--- src/rtl/serial_mag_compare_ctrl_if.sv ---
// Request/result bundle between a requesting datapath and the bit-serial
// magnitude-compare controller.
//
// Handshake: start is a request that the controller accepts on any rising
// edge where busy is low; a_in/b_in are sampled only on that accepting edge.
// There is no ready back-pressure beyond busy. done is a one-cycle pulse that
// marks the edge on which eq/lt/gt were refreshed; eq/lt/gt then hold until
// the next completion.
interface serial_mag_compare_ctrl_if #(
    parameter int WIDTH = 8
);
    logic             start;
    logic [WIDTH-1:0] a_in;
    logic [WIDTH-1:0] b_in;
    logic             busy;
    logic             done;
    logic             eq;
    logic             lt;
    logic             gt;
    logic [1:0]       dbg_state;   // controller FSM state, for checkers

    modport master (
        output start, a_in, b_in,
        input  busy, done, eq, lt, gt, dbg_state
    );

    modport slave (
        input  start, a_in, b_in,
        output busy, done, eq, lt, gt, dbg_state
    );
endinterface

--- src/rtl/serial_mag_compare_ctrl.sv ---
// Bit-serial magnitude-compare controller. One 1-bit cascadable comparator
// slice is walked MSB-first over a WIDTH-bit operand pair, one bit per clock,
// with each step's E/L/G fed back as the next step's e/l/g.
//
// Optional feature macro: SERIAL_CMP_EARLY_EXIT_EN. When defined, the walk
// stops on the first step that yields L=1 or G=1. Results are identical in
// both builds; only latency differs.
module serial_mag_compare_ctrl #(
    parameter int WIDTH = 8
) (
    input  logic                       clk,
    input  logic                       rst_n,
    serial_mag_compare_ctrl_if.slave   bus
);
    localparam int IW = (WIDTH > 1) ? $clog2(WIDTH) : 1;

    typedef enum logic [1:0] {
        IDLE = 2'd0,
        RUN  = 2'd1,
        DONE = 2'd2
    } state_t;

    state_t           state_q, state_d;
    logic [WIDTH-1:0] a_q, b_q;       // shift left; MSB is the bit in use
    logic [IW-1:0]    idx_q;
    logic             e_q, l_q, g_q;  // cascade inputs of the next step
    logic             eq_q, lt_q, gt_q;

    logic             a_bit, b_bit;
    logic             e_s, l_s, g_s;  // slice outputs for the current step
    logic             early_hit;
    logic             last_step;
    logic             load_en;
    logic             step_en;

    // Shared comparator slice applied to the current bit pair.
    always_comb begin
        a_bit = a_q[WIDTH-1];
        b_bit = b_q[WIDTH-1];
        e_s   = e_q & ~(a_bit ^ b_bit);
        l_s   = l_q | (e_q & ~a_bit & b_bit);
        g_s   = g_q | (e_q & a_bit & ~b_bit);
    end

`ifdef SERIAL_CMP_EARLY_EXIT_EN
    // Once any bit differs the outcome is decided; lower bits cannot change it.
    assign early_hit = l_s | g_s;
`else
    assign early_hit = 1'b0;
`endif

    // Next-state and control strobes; a start is taken whenever not in RUN.
    always_comb begin
        state_d   = state_q;
        load_en   = 1'b0;
        step_en   = 1'b0;
        last_step = (idx_q == '0) | early_hit;
        case (state_q)
            IDLE: begin
                if (bus.start) begin
                    load_en = 1'b1;
                    state_d = RUN;
                end
            end
            RUN: begin
                step_en = 1'b1;
                if (last_step) begin
                    state_d = DONE;
                end
            end
            DONE: begin
                if (bus.start) begin
                    load_en = 1'b1;
                    state_d = RUN;
                end else begin
                    state_d = IDLE;
                end
            end
            default: begin
                state_d = IDLE;
            end
        endcase
    end

    // State register, operand shifters, cascade and result registers.
    always_ff @(posedge clk) begin
        if (!rst_n) begin
            state_q <= IDLE;
            a_q     <= '0;
            b_q     <= '0;
            idx_q   <= IW'(WIDTH - 1);
            e_q     <= 1'b1;
            l_q     <= 1'b0;
            g_q     <= 1'b0;
            eq_q    <= 1'b0;
            lt_q    <= 1'b0;
            gt_q    <= 1'b0;
        end else begin
            state_q <= state_d;
            if (load_en) begin
                a_q   <= bus.a_in;
                b_q   <= bus.b_in;
                idx_q <= IW'(WIDTH - 1);
                e_q   <= 1'b1;
                l_q   <= 1'b0;
                g_q   <= 1'b0;
            end else if (step_en) begin
                a_q   <= a_q << 1;
                b_q   <= b_q << 1;
                idx_q <= idx_q - IW'(1);
                e_q   <= e_s;
                l_q   <= l_s;
                g_q   <= g_s;
                if (last_step) begin
                    eq_q <= e_s;
                    lt_q <= l_s;
                    gt_q <= g_s;
                end
            end
        end
    end

    assign bus.busy      = (state_q == RUN);
    assign bus.done      = (state_q == DONE);
    assign bus.eq        = eq_q;
    assign bus.lt        = lt_q;
    assign bus.gt        = gt_q;
    assign bus.dbg_state = state_q;
endmodule
--- src/flat_wrapper.sv ---
// flat-port wrapper written by rule: the top's interface ports become plain ports
module serial_mag_compare_ctrl_flat 
#(
    parameter int WIDTH = 8
)
  (clk, rst_n, bus_start, bus_a_in, bus_b_in, bus_busy, bus_done, bus_eq, bus_lt, bus_gt, bus_dbg_state);
  serial_mag_compare_ctrl_if #(.WIDTH(WIDTH)) bus_i ();
  input  logic clk;
  input  logic rst_n;
  input wire logic [$bits(bus_i.start)-1:0] bus_start;
  input wire logic [$bits(bus_i.a_in)-1:0] bus_a_in;
  input wire logic [$bits(bus_i.b_in)-1:0] bus_b_in;
  output wire logic [$bits(bus_i.busy)-1:0] bus_busy;
  output wire logic [$bits(bus_i.done)-1:0] bus_done;
  output wire logic [$bits(bus_i.eq)-1:0] bus_eq;
  output wire logic [$bits(bus_i.lt)-1:0] bus_lt;
  output wire logic [$bits(bus_i.gt)-1:0] bus_gt;
  output wire logic [$bits(bus_i.dbg_state)-1:0] bus_dbg_state;
  assign bus_i.start = bus_start;
  assign bus_i.a_in = bus_a_in;
  assign bus_i.b_in = bus_b_in;
  assign bus_busy = bus_i.busy;
  assign bus_done = bus_i.done;
  assign bus_eq = bus_i.eq;
  assign bus_lt = bus_i.lt;
  assign bus_gt = bus_i.gt;
  assign bus_dbg_state = bus_i.dbg_state;
  serial_mag_compare_ctrl #(.WIDTH(WIDTH)) u_core (.clk(clk), .rst_n(rst_n), .bus(bus_i));
endmodule
--- config.mk ---
export PLATFORM = sky130hd
export DESIGN_NAME = serial_mag_compare_ctrl_flat
export DESIGN_NICKNAME = d
export VERILOG_FILES = /design/src/rtl/serial_mag_compare_ctrl_if.sv /design/src/rtl/serial_mag_compare_ctrl.sv /design/src/flat_wrapper.sv
export SDC_FILE = /design/constraint.sdc
export NUM_CORES = 1
export LEC_CHECK = 0
export CAP_MARGIN = 10
export CORE_ASPECT_RATIO = 0.8
export CORE_UTILIZATION = 48
export DETAILED_ROUTE_END_ITERATION = 8
export PLACE_DENSITY = 0.84
export SETUP_SLACK_MARGIN = 0.15
export SLEW_MARGIN = 20
export SYNTH_ARGS = -nofsm -noshare
export SYNTH_HDL_FRONTEND = slang
export SYNTH_SLANG_ARGS = --single-unit
--- constraint.sdc ---
create_clock -name clk -period 1.3 [get_ports clk]
set_input_delay 0.195 -clock clk [delete_from_list [all_inputs] [get_ports clk]]
set_output_delay 0.195 -clock clk [all_outputs]
set_load 0.03 [all_outputs]
After elaboration in Yosys (flattened, before gate mapping)
Index checks and enable logic that the tools add are counted.

word-level totals
  register bits = 27
  input port bits = 19
  output and inout port bits = 7
  word-level logic and storage cells = 46

operators by class
  add/sub/neg operators = 1
  eq/ne operators = 4
  muxes and demuxes = 11
  bitwise logic cells = 13
  reductions and logical operators = 7

operators by type and width
  cell                                                   number
  2-to-1 mux 8 bit                                       4
  case mux 2 bit (3 select lines)                        1
  AND 1 bit                                              5
  NOT 1 bit                                              5
  2-to-1 mux 1 bit                                       4
  2-to-1 mux 2 bit                                       2
  OR reduction 2 bit                                     2
  zero test 3 bit                                        1
  AND reduction 3 bit                                    1
  subtractor 3 x 1 -> 3 bit, second input constant       1
  == test 2 x 1 -> 1 bit, second input constant          1
  == test 2 bit, second input constant                   1
  zero test 2 bit                                        1
  inequality test 2 x 1 -> 1 bit, second input constant  1
  inequality test 2 bit, second input constant           1
  OR 1 bit                                               2
  AND reduction 2 bit                                    1
  nonzero test 2 bit                                     1
  XOR 1 bit                                              1

Logic depth before layout (Yosys ltp)
  depth after elaboration = 5
  gate-level depth with buffers = 5
  mapped depth without buffers = 5

Least setup slack after synthesis
No wires, ideal clock.

  path type = register to register
  from = register u_core.state_q[0] (netlist: u_core.bus.dbg_state[0])
  to = register u_core.idx_q[0]
  library setup time = 0.135 ns
  data arrival time = 1.254 ns
  data required time = 1.165 ns
  slack = -0.089 ns
  cell stages (with the launch flop) = 6
  buffers on the path = 1
  period minus slack after synthesis = 1.389 ns
  cells stage by stage = dfxtp_1 nand2b_1 inv_2 buf_4 xnor2_1 nand3_1

between the ends
  elaborated cells on any way between the ends = 7
  those cells by class = eq/ne: 2; mux: 2; reduce/logical: 3

RTL lines
  item                    line                            RTL
  from (decl)             serial_mag_compare_ctrl.sv:23   state_t state_q, state_d;
  from (signal assigned)  serial_mag_compare_ctrl.sv:99   state_q <= state_d;
  == test 2 x 1 -> 1 bit  --
  net bus_busy            flat_wrapper.sv:13              output wire logic [$bits(bus_i.busy)-1:0] bus_busy;
  2-to-1 mux 1 bit        serial_mag_compare_ctrl.sv:58   case (state_q)
  to (signal assigned)    serial_mag_compare_ctrl.sv:91   idx_q <= IW'(WIDTH - 1);
  to (signal assigned)    serial_mag_compare_ctrl.sv:103  idx_q <= IW'(WIDTH - 1);
  to (signal assigned)    serial_mag_compare_ctrl.sv:110  idx_q <= idx_q - IW'(1);
  to (decl)               serial_mag_compare_ctrl.sv:25   logic [IW-1:0] idx_q;

The timed path passes the listed nets, and every way through them passes these cells.
A chain may end at the register's enable or synchronous reset.

Worst setup path after layout
  from = register u_core.state_q[0] (netlist: u_core.bus.dbg_state[0])
  to = output bus_busy

between the ends
  cells in the longest elaborated chain, start to end = 1

RTL lines
  item                    line                            RTL
  == test 2 x 1 -> 1 bit  serial_mag_compare_ctrl.sv:123  assign bus.busy = (state_q == RUN);
  to (decl)               flat_wrapper.sv:13

Every way passes these cells.

==> reports/qor.csv <==
stage,metric,value,unit
floorplanning,die_h,45.4,um
yosys,yosys.area.top_type,dfxtp_1,
run,maxCapViolations,0,
sta,finalHoldViolCount,0,
floorplanning,dieArea,2560,um2
yosys,synth_area_leaders,"dfxtp_1 48%, a21boi_1 7.3%, a22oi_1 6.6%, nand3_1 6.2%, nand2_1 2.7%",
sta,tightest_slew,0.198,ns
sta,fin_skew,0.00588,ns
critical_path,crit_type,register to primary output,
final_layout,areaGrowthSynthToFinish,39.8,%
detailed_routing,first_pass_iters,4,
run_status,status,completed,
clocking,clk_latency,0.33,ns
detailed_routing,viasPerCell,5.56,
global_route,antenna_found_initial,0,
critical_path,worstPathArrival,1.07,ns
critical_path,endpoint_kind,primary output,
pwr,power,1.61,mW
detailed_routing,drt_iter0_drc,35,
floorplanning,start_util,0.516,
final_layout,drive_above_1_share,0.256,
sta,max_freq,789,MHz
clocking,cts_tree,built,
sta,period_minus_slack,1.27,ns
yosys,synth-seq-cells,27,
placed_design,portBuffers,25,
detailed_routing,drcViolationCount,0,
sta,setup_violations,0,
sta,whs,0.406,ns
clocking,cts_made_buffers,3,
clocking,cts_buffer_depth,2,
yosys,syn-num-nets,146,
floorplanning,chipWidth,56.3,um
global_route,grt_util_all_layers,0.204,
detailed_routing,vias,1028,
detailed_routing,drt_wl_total,2620,um
min_path,hold_start,bus_b_in[0],
floorplanning,num_rows,15,
sta,relSlewSlack,0.868,
global_route,grt_max_degree,20,
clocking,cts.htree.levels,1,
clocking,clock-sinks,27,
global_route,grt-ovfl-total,0,
yosys,yosysSeqAreaShare,0.477,
critical_path,crit_path_start_kind,register,
pwr,power-per-cell-area,1010,nW/um2
clocking,cts_root_buf,clkbuf_4,
yosys,synth_warnings,0,
clocking,path_clk_slew,0.14,ns
global_route,grt_pass1_vias,920,
critical_path,cp.required,1.11,ns
yosys,synthCells,125,
sta,slew_violations,0,
global_route,grt_first_pass_wirelength,3920,um
yosys,synth_area_per_cell,9.06,um2
critical_path,r2r-end,u_core.a_q[3]$_SDFFE_PN0P_,
critical_path,rr_worst_depth,5,
floorplanning,io_pins,26,
critical_path,reg2reg_setup_slack,0.11,ns
final_layout,final_common_cell,dfxtp_1,
final_layout,most-common-layout-cells,"24 x dfxtp_1, 18 x clkdlybuf4s50_1, 14 x nand3_1",
yosys,synth_top_area_frac,0.477,
sta,finalCritPeriodShare,0.975,
critical_path,rr_startpoint,u_core.bus.dbg_state[0]$_SDFFE_PN0P_,
pwr,irDropWorstVdd,0.749,mV
critical_path,crit_fanout,3,
placed_design,place.gp.congestion,0.777,
floorplanning,core_area,2200,um2
sta,rsz0062_at_grt,yes,
detailed_routing,antenna_left,0,
min_path,hold_depth,3,
placed_design,hpwl,1780,um
yosys,syn_area,1130,um2
min_path,hp-class,input pin to register,
yosys,synthDistinctLibCells,30,
final_layout,final_nets,182,
pwr,p_leak,0.622,nW
detailed_routing,routedWlPerCell,14.2,um
final_layout,diodes,0,
min_path,min_delay_worst_endpoint,u_core.b_q[0]$_SDFFE_PN0P_,
[stage by stage]
step | setup slack [ns] | util | setup TNS [ns] | instances | cell area [um2]
floorplan | 0.171 | - | 0 | 125 | 1160
global placement | -0.0121 | 0.662 | -0.0261 | 177 | 1450
detailed placement | -0.0771 | 0.662 | -0.383 | 177 | 1450
CTS | 0.0263 | 0.693 | 0 | 184 | 1520
global route | -0.00568 | 0.721 | -0.0100 | 185 | 1580
finish | 0.0330 | 0.721 | 0 | 185 | 1580
[power breakdown]
| group | leakage [nW] | internal, mW | switching (mW) |
|---|---|---|---|
| clock network | 0.0150 | 0.120 | 0.243 |
| logic | 0.385 | 0.177 | 0.162 |
| registers | 0.222 | 0.872 | 0.0320 |
| total | 0.622 | 1.17 | 0.437 |
[per-layer routing]
layer,part of all wire,track usage
met5,0,0
met2,0.50,0.376
met3,0.047,0.0597
met1,0.44,0.240
met4,0.010,0.0488
[critical path: stages (launching register included)]
cell	delay, ns
dfxtp_4	0.38
buf_6	0.11
nand2b_4	0.09
inv_8	0.04
buf_6	0.13
[Yosys cell counts]
cell type / count
inv_2: 1
a21oi_1: 3
nor2_1: 6
o21ai_1: 3
buf_2: 4
nand3b_1: 1
dfxtp_1: 27
and2_1: 1
a31oi_1: 3
ha_1: 2
and4bb_2: 1
nand3_1: 14
a22oi_1: 10
inv_1: 5
nor2b_2: 1
a211o_1: 1
nand4_1: 1
nand2_1: 8
a21boi_0: 1
a21boi_1: 11
nor2b_1: 1
clkbuf_1: 2
nand2b_1: 2
o221ai_1: 3
o21ai_0: 3
xor2_1: 1
xnor2_1: 2
buf_6: 1
buf_4: 1
nor3_1: 5
[cell families (layout without fill, tap and decap cells)]
logic type,count (synthesis),after routing,share of synthesized area
compound gates,38,38,0.233
xor+xnor,3,3,0.0232
fa+ha+maj,2,2,0.0221
buf+inv,14,49,0.0608
flops,27,27,0.477
simple gates,41,41,0.183
[repair_timing]
item	CTS	global route
hold buffers	0	0
resized for setup	36	15
endpoints found under the hold margin	0	0
setup buffers	3	1
setup endpoints to repair	27	29
pin swaps	1	1
[cell type report]
class	instances	area, um2
tap	25	31.3
clock buffer	4	26.3
multi-input combinational	84	587
sequential	27	549
fill	175	613
timing repair buffer	39	359
inverter	6	30.0
[state kept, by name, summed over array words and instances, names as in the netlist]
register,count
u_core.a_q,8
u_core.b_q,8
u_core.bus.dbg_state,2
u_core.bus.eq,1
u_core.bus.gt,1
u_core.bus.lt,1
u_core.e_q,1
u_core.g_q,1
u_core.idx_q,3
u_core.l_q,1
[worst max path at each step]
stage                                 endpoint  slack (ns)                                 start
floorplan           u_core.a_q[2]$_SDFFE_PN0P_        0.17  u_core.bus.dbg_state[1]$_SDFFE_PN0P_
global placement    u_core.a_q[6]$_SDFFE_PN0P_       -0.01                             bus_start
detailed placement  u_core.a_q[7]$_SDFFE_PN0P_       -0.08                             bus_start
CTS                                   bus_busy        0.03  u_core.bus.dbg_state[0]$_SDFFE_PN0P_
global route                          bus_busy      -0.006  u_core.bus.dbg_state[0]$_SDFFE_PN0P_
finish                                bus_busy        0.03  u_core.bus.dbg_state[0]$_SDFFE_PN0P_
(Power assumes the default switching activity.)
